**src/rtl/mem_arbiter_pkg.sv**
```systemverilog
// mem_arbiter_pkg: FSM state encoding and port indices shared by the arbiter and its bench
package mem_arbiter_pkg;
  typedef enum logic [1:0] {S_IDLE = 2'd0, S_ACCESS = 2'd1, S_DONE = 2'd2} state_t;
  localparam logic PORT0 = 1'b0;
  localparam logic PORT1 = 1'b1;
endpackage

```
**src/rtl/rr_pick.sv**
```systemverilog
// rr_pick: two-port winner select; a held lock beats the round-robin pointer
module rr_pick
  import mem_arbiter_pkg::*;
(
  input  logic [1:0] req,
  input  logic       ptr,
  input  logic       lock,
  input  logic       lock_owner,
  output logic       win
);
  always_comb win = (lock && req[lock_owner]) ? lock_owner : (&req) ? ptr : req[PORT1];
endmodule

```
**src/rtl/mem_arbiter.sv**
```systemverilog
// mem_arbiter: two-requester round-robin arbiter with lock for a single-cycle shared memory
module mem_arbiter
  import mem_arbiter_pkg::*;
#(
  parameter int AW = 8,
  parameter int DW = 8
) (
  input  logic          clk,
  input  logic          reset,
  input  logic          req0,
  input  logic          req1,
  input  logic [AW-1:0] addr0,
  input  logic [AW-1:0] addr1,
  input  logic [DW-1:0] wdata0,
  input  logic [DW-1:0] wdata1,
  input  logic          we0,
  input  logic          we1,
  input  logic          lock0,
  input  logic          lock1,
  output logic          ack0,
  output logic          ack1,
  output logic [DW-1:0] rdata0,
  output logic [DW-1:0] rdata1,
  output logic [AW-1:0] mem_addr,
  output logic [DW-1:0] mem_wdata,
  output logic          mem_we,
  input  logic [DW-1:0] mem_rdata
);
  state_t state, state_nxt;
  logic [1:0] ack;
  logic ptr, owner, lock, win, grant, capture;
  rr_pick u_pick (.req({req1, req0}), .ptr(ptr), .lock(lock), .lock_owner(owner), .win(win));
  assign ack0 = ack[PORT0];
  assign ack1 = ack[PORT1];
  always_comb begin
    grant = (state == S_IDLE) && (req0 || req1);
    capture = (state == S_ACCESS) && !mem_we;
    state_nxt = (state == S_IDLE) ? (grant ? S_ACCESS : S_IDLE) : (state == S_ACCESS) ? S_DONE : S_IDLE;
  end
  always_ff @(posedge clk or posedge reset)
    if (reset) state <= S_IDLE;
    else state <= state_nxt;
  // lock is rewritten in every idle cycle, so an owner that skips its first idle slot loses it
  always_ff @(posedge clk or posedge reset)
    if (reset) begin
      mem_addr <= '0;
      mem_wdata <= '0;
      mem_we <= 1'b0;
      ack <= 2'b00;
      rdata0 <= '0;
      rdata1 <= '0;
      owner <= PORT0;
      ptr <= PORT0;
      lock <= 1'b0;
    end else begin
      mem_we <= grant & (win ? we1 : we0);
      ack <= (state == S_ACCESS) ? (owner ? 2'b10 : 2'b01) : 2'b00;
      if (state == S_IDLE) lock <= grant & (win ? lock1 : lock0);
      if (grant) begin
        owner <= win;
        ptr <= ~win;
        mem_addr <= win ? addr1 : addr0;
        mem_wdata <= win ? wdata1 : wdata0;
      end
      if (capture && owner == PORT0) rdata0 <= mem_rdata;
      if (capture && owner == PORT1) rdata1 <= mem_rdata;
    end
endmodule

```
**config.mk**
```make
export PLATFORM = sky130hd
export DESIGN_NAME = mem_arbiter
export DESIGN_NICKNAME = d
export VERILOG_FILES = /design/src/rtl/mem_arbiter_pkg.sv /design/src/rtl/rr_pick.sv /design/src/rtl/mem_arbiter.sv
export SDC_FILE = /design/constraint.sdc
export NUM_CORES = 1
export LEC_CHECK = 0
export ABC_CLOCK_PERIOD_IN_PS = 3600
export BUFFER_PORTS_ARGS = -buffer_cell sky130_fd_sc_hd__buf_4
export CAP_MARGIN = 5
export CELL_PAD_IN_SITES_DETAIL_PLACEMENT = 1
export CELL_PAD_IN_SITES_GLOBAL_PLACEMENT = 2
export CORE_ASPECT_RATIO = 1.25
export CORE_MARGIN = 2
export CORE_UTILIZATION = 30
export CTS_CLUSTER_SIZE = 30
export DETAILED_ROUTE_END_ITERATION = 8
export PLACE_DENSITY = 0.91
export SLEW_MARGIN = 20
export SYNTH_ARGS = -nofsm -noshare
export SYNTH_HDL_FRONTEND = slang
export SYNTH_SLANG_ARGS = --single-unit
export TNS_END_PERCENT = 10
```
**constraint.sdc**
```tcl
create_clock -name clk -period 3.6 [get_ports clk]
set_clock_uncertainty 0.2 [all_clocks]
set_input_delay 0 -clock clk [delete_from_list [all_inputs] [get_ports clk]]
set_output_delay 0 -clock clk [all_outputs]
set_load 0.02 [all_outputs]
```
==> out/qor.yml <==
outcome: "finished with violations"
violations: "negative hold slack"
setup_viol_count_final: 0
cp_cell_sequence: "mux2i_2 -> a2111oi_4 -> buf_4 -> a221o_1 -> dlygate4sd3_1"
stdcell_count: 310
clkLatencyLatePin_ns: 0.29
overflow: 0
critPathKind: "flop to flop"
pre_cts_slack_ns: 1.44
post-route-util: 0.533
drtIter0Drc: 64
initial_utilization: 0.308
start_kind: "flop"
die_w_microns: 70.6
final_max_slew_viol_count: 0
die-area_sq_um: 6160
final_area_sq_um: 2880
io_pins: 83
cp.arrival_ns: 2.46
multi_input_area_sq_um: 611
cp_slowest_cell: "dlygate4sd3_1"
grt_max_degree: 41
grt_usage: 0.179
syn_inst: 115
pwr_density_cell_nw_per_um2: 852
cts_tree: "yes"
p_leak_nw: 1.40
postCtsSetupBuffers: 0
placedCellCount: 256
antenna_cells: 0
numCtsBuffers: 5
synth.distinct_cells: 21
antenna_found_initial: 0
syn_area_per_cell_sq_um: 14.5
core_region_area_sq_um: 5410
post_drt_wl_per_cell_microns: 16.5
yosysWarnings: 0
dp_hpwl_mm: 3.12
finalWeightedCongestion: 0.675
grt_pass1_vias: 1741
cpLargestDelayFamily: "buffers and inverters"
register_area_sq_um: 1000
rows: 30
slew_headroom: 0.495
rsz0062_at_grt: "no"
clock.fmax_mhz: 411
totalWireLength_mm: 5.12
crit_buf_inv: 2
synth_area_sq_um: 1660
ys_seq_area_frac: 0.602
viasPerCell: 4.91
drc_errors: 0
drive_above_1_share: 0.480
worst_slack_ns: 1.17
die_y_microns: 87.3
critPathMaxStageDelay_ns: 0.56
nNetsFinal: 294
p_total_mw: 2.46
syn2layout_area_growth_pct: 73.2
whs_ns: -0.0132
clock-sinks: 40
drv_cap: 0
place_area_sq_um: 2340
ant_nets: 0
clock_path_buffers: 2
worst_slew_pin_slew_ns: 0.756
min_path_type: "input port to flop"
hold_violations: 1
grt_first_pass_wirelength_mm: 8.50
synth_seq_cells: 40
dr.pass1.iters: 4
ctsResizeCount: 0
port_buffers: 82
cts_hold_buffers: 46
nFillCells: 567
htreeDepth: 2
worstPathMaxFanout: 13
end_kind: "flop"
syn_nets: 163
cp_data_required_time_ns: 3.63
cts_root_buf: "clkbuf_8"
clk_pin_slew_ns: 0.08
via_count: 1521
vdd_drop_max_uv: 391
period_minus_slack_ns: 2.43
tns_ns: 0
fin_crit_sh: 0.675
==> layout by cell type, fill, tap and decap left out <==
cell and count:
a21boi_0 16, a221o_2 8, dlygate4sd3_1 46, nand2b_1 1, nor3_2 1, o211a_1 1
inv_1 4, clkinv_2 1, mux2_2 16, nand2_1 1, a21o_1 2, dfrtp_1 40
a2111oi_4 1, clkbuf_8 5, a221o_1 9, nor2b_1 2, or2_1 1, mux2i_2 1
a22o_1 1, nor2_1 2, and3b_1 1, buf_4 85, clkbuf_1 1
==> worst reg2reg max path, stage by stage (launching register included) <==
cell and delay [ns]:
dfrtp_1 0.40, mux2i_2 0.18, a2111oi_4 0.55, buf_4 0.30
a221o_1 0.18, dlygate4sd3_1 0.56
==> cells in the mapped netlist <==
library cell	instances	area [sq um]
or2_1	1	6.26
a22o_1	1	8.76
and3b_1	1	8.76
nor2_1	2	7.51
nor2b_1	2	12.5
nor3_2	1	10.0
mux2_2	16	180
a221o_2	8	90.1
a21boi_0	16	120
inv_1	4	15.0
mux2i_2	1	13.8
buf_6	1	11.3
a2111oi_4	1	27.5
a221o_1	9	90.1
clkbuf_1	3	11.3
o211a_1	1	10.0
nand2b_1	1	6.26
dfrtp_1	40	1000
buf_2	3	15.0
nand2_1	1	3.75
a21o_1	2	15.0
==> sequential cells by signal, indices dropped and copies added (netlist names) <==
name       cells
ack            2
lock           1
mem_addr       8
mem_wdata      8
mem_we         1
owner          1
ptr            1
rdata0         8
rdata1         8
state          2
==> where the power goes <==
group	leakage, nW	total (mW)	switching (mW)	internal, mW
Combinational	0.866	1.37	0.620	0.747
Clock	0.0410	0.280	0.148	0.132
Sequential	0.490	0.808	0.136	0.672
Total	1.40	2.46	0.905	1.55
==> cells by family after synthesis <==
family,count (synthesis),synth area share
buf+inv,11,0.0316
compound gates,38,0.217
mux,17,0.117
flops,40,0.602
simple gates,9,0.0331
==> layout make-up <==
type                            count  share of cell area
Tap cell                           64              0.0278
Inverter                            4             0.00521
Sequential cell                    40               0.347
Clock inverter                      1             0.00174
Timing Repair Buffer              131               0.381
Multi-Input combinational cell     64               0.212
Clock buffer                        6              0.0252
==> routing by layer <==
layer / wire length (microns) / track usage / vias to the layer above / part of all wire
li1: - / - / 693 / -
met3: 334 / 0.0544 / 8 / 0.065
met1: 1960 / 0.197 / 752 / 0.38
met2: 2760 / 0.336 / 68 / 0.54
met4: 61 / 0.0463 / 0 / 0.012
met5: 0 / 0 / - / 0
==> final timing paths <==
| check | slack (ns) | from | end | cells past startpoint |
|---|---|---|---|---|
| worst min-delay path | -0.01 | req1 | owner | 4 |
| worst max register to register | 1.17 | lock | mem_addr[7] | 5 |
| worst min register to register | 0.31 | rdata1[3] | rdata1[3] | 1 |
| min in group asynchronous | 0.19 | reset | mem_wdata[5] | 4 |
| worst max-delay path | 1.17 | lock | mem_addr[7] | 5 |
| max in group asynchronous | 2.66 | reset | rdata0[7] | 4 |
No activity file was read; power rests on OpenSTA's default activity.
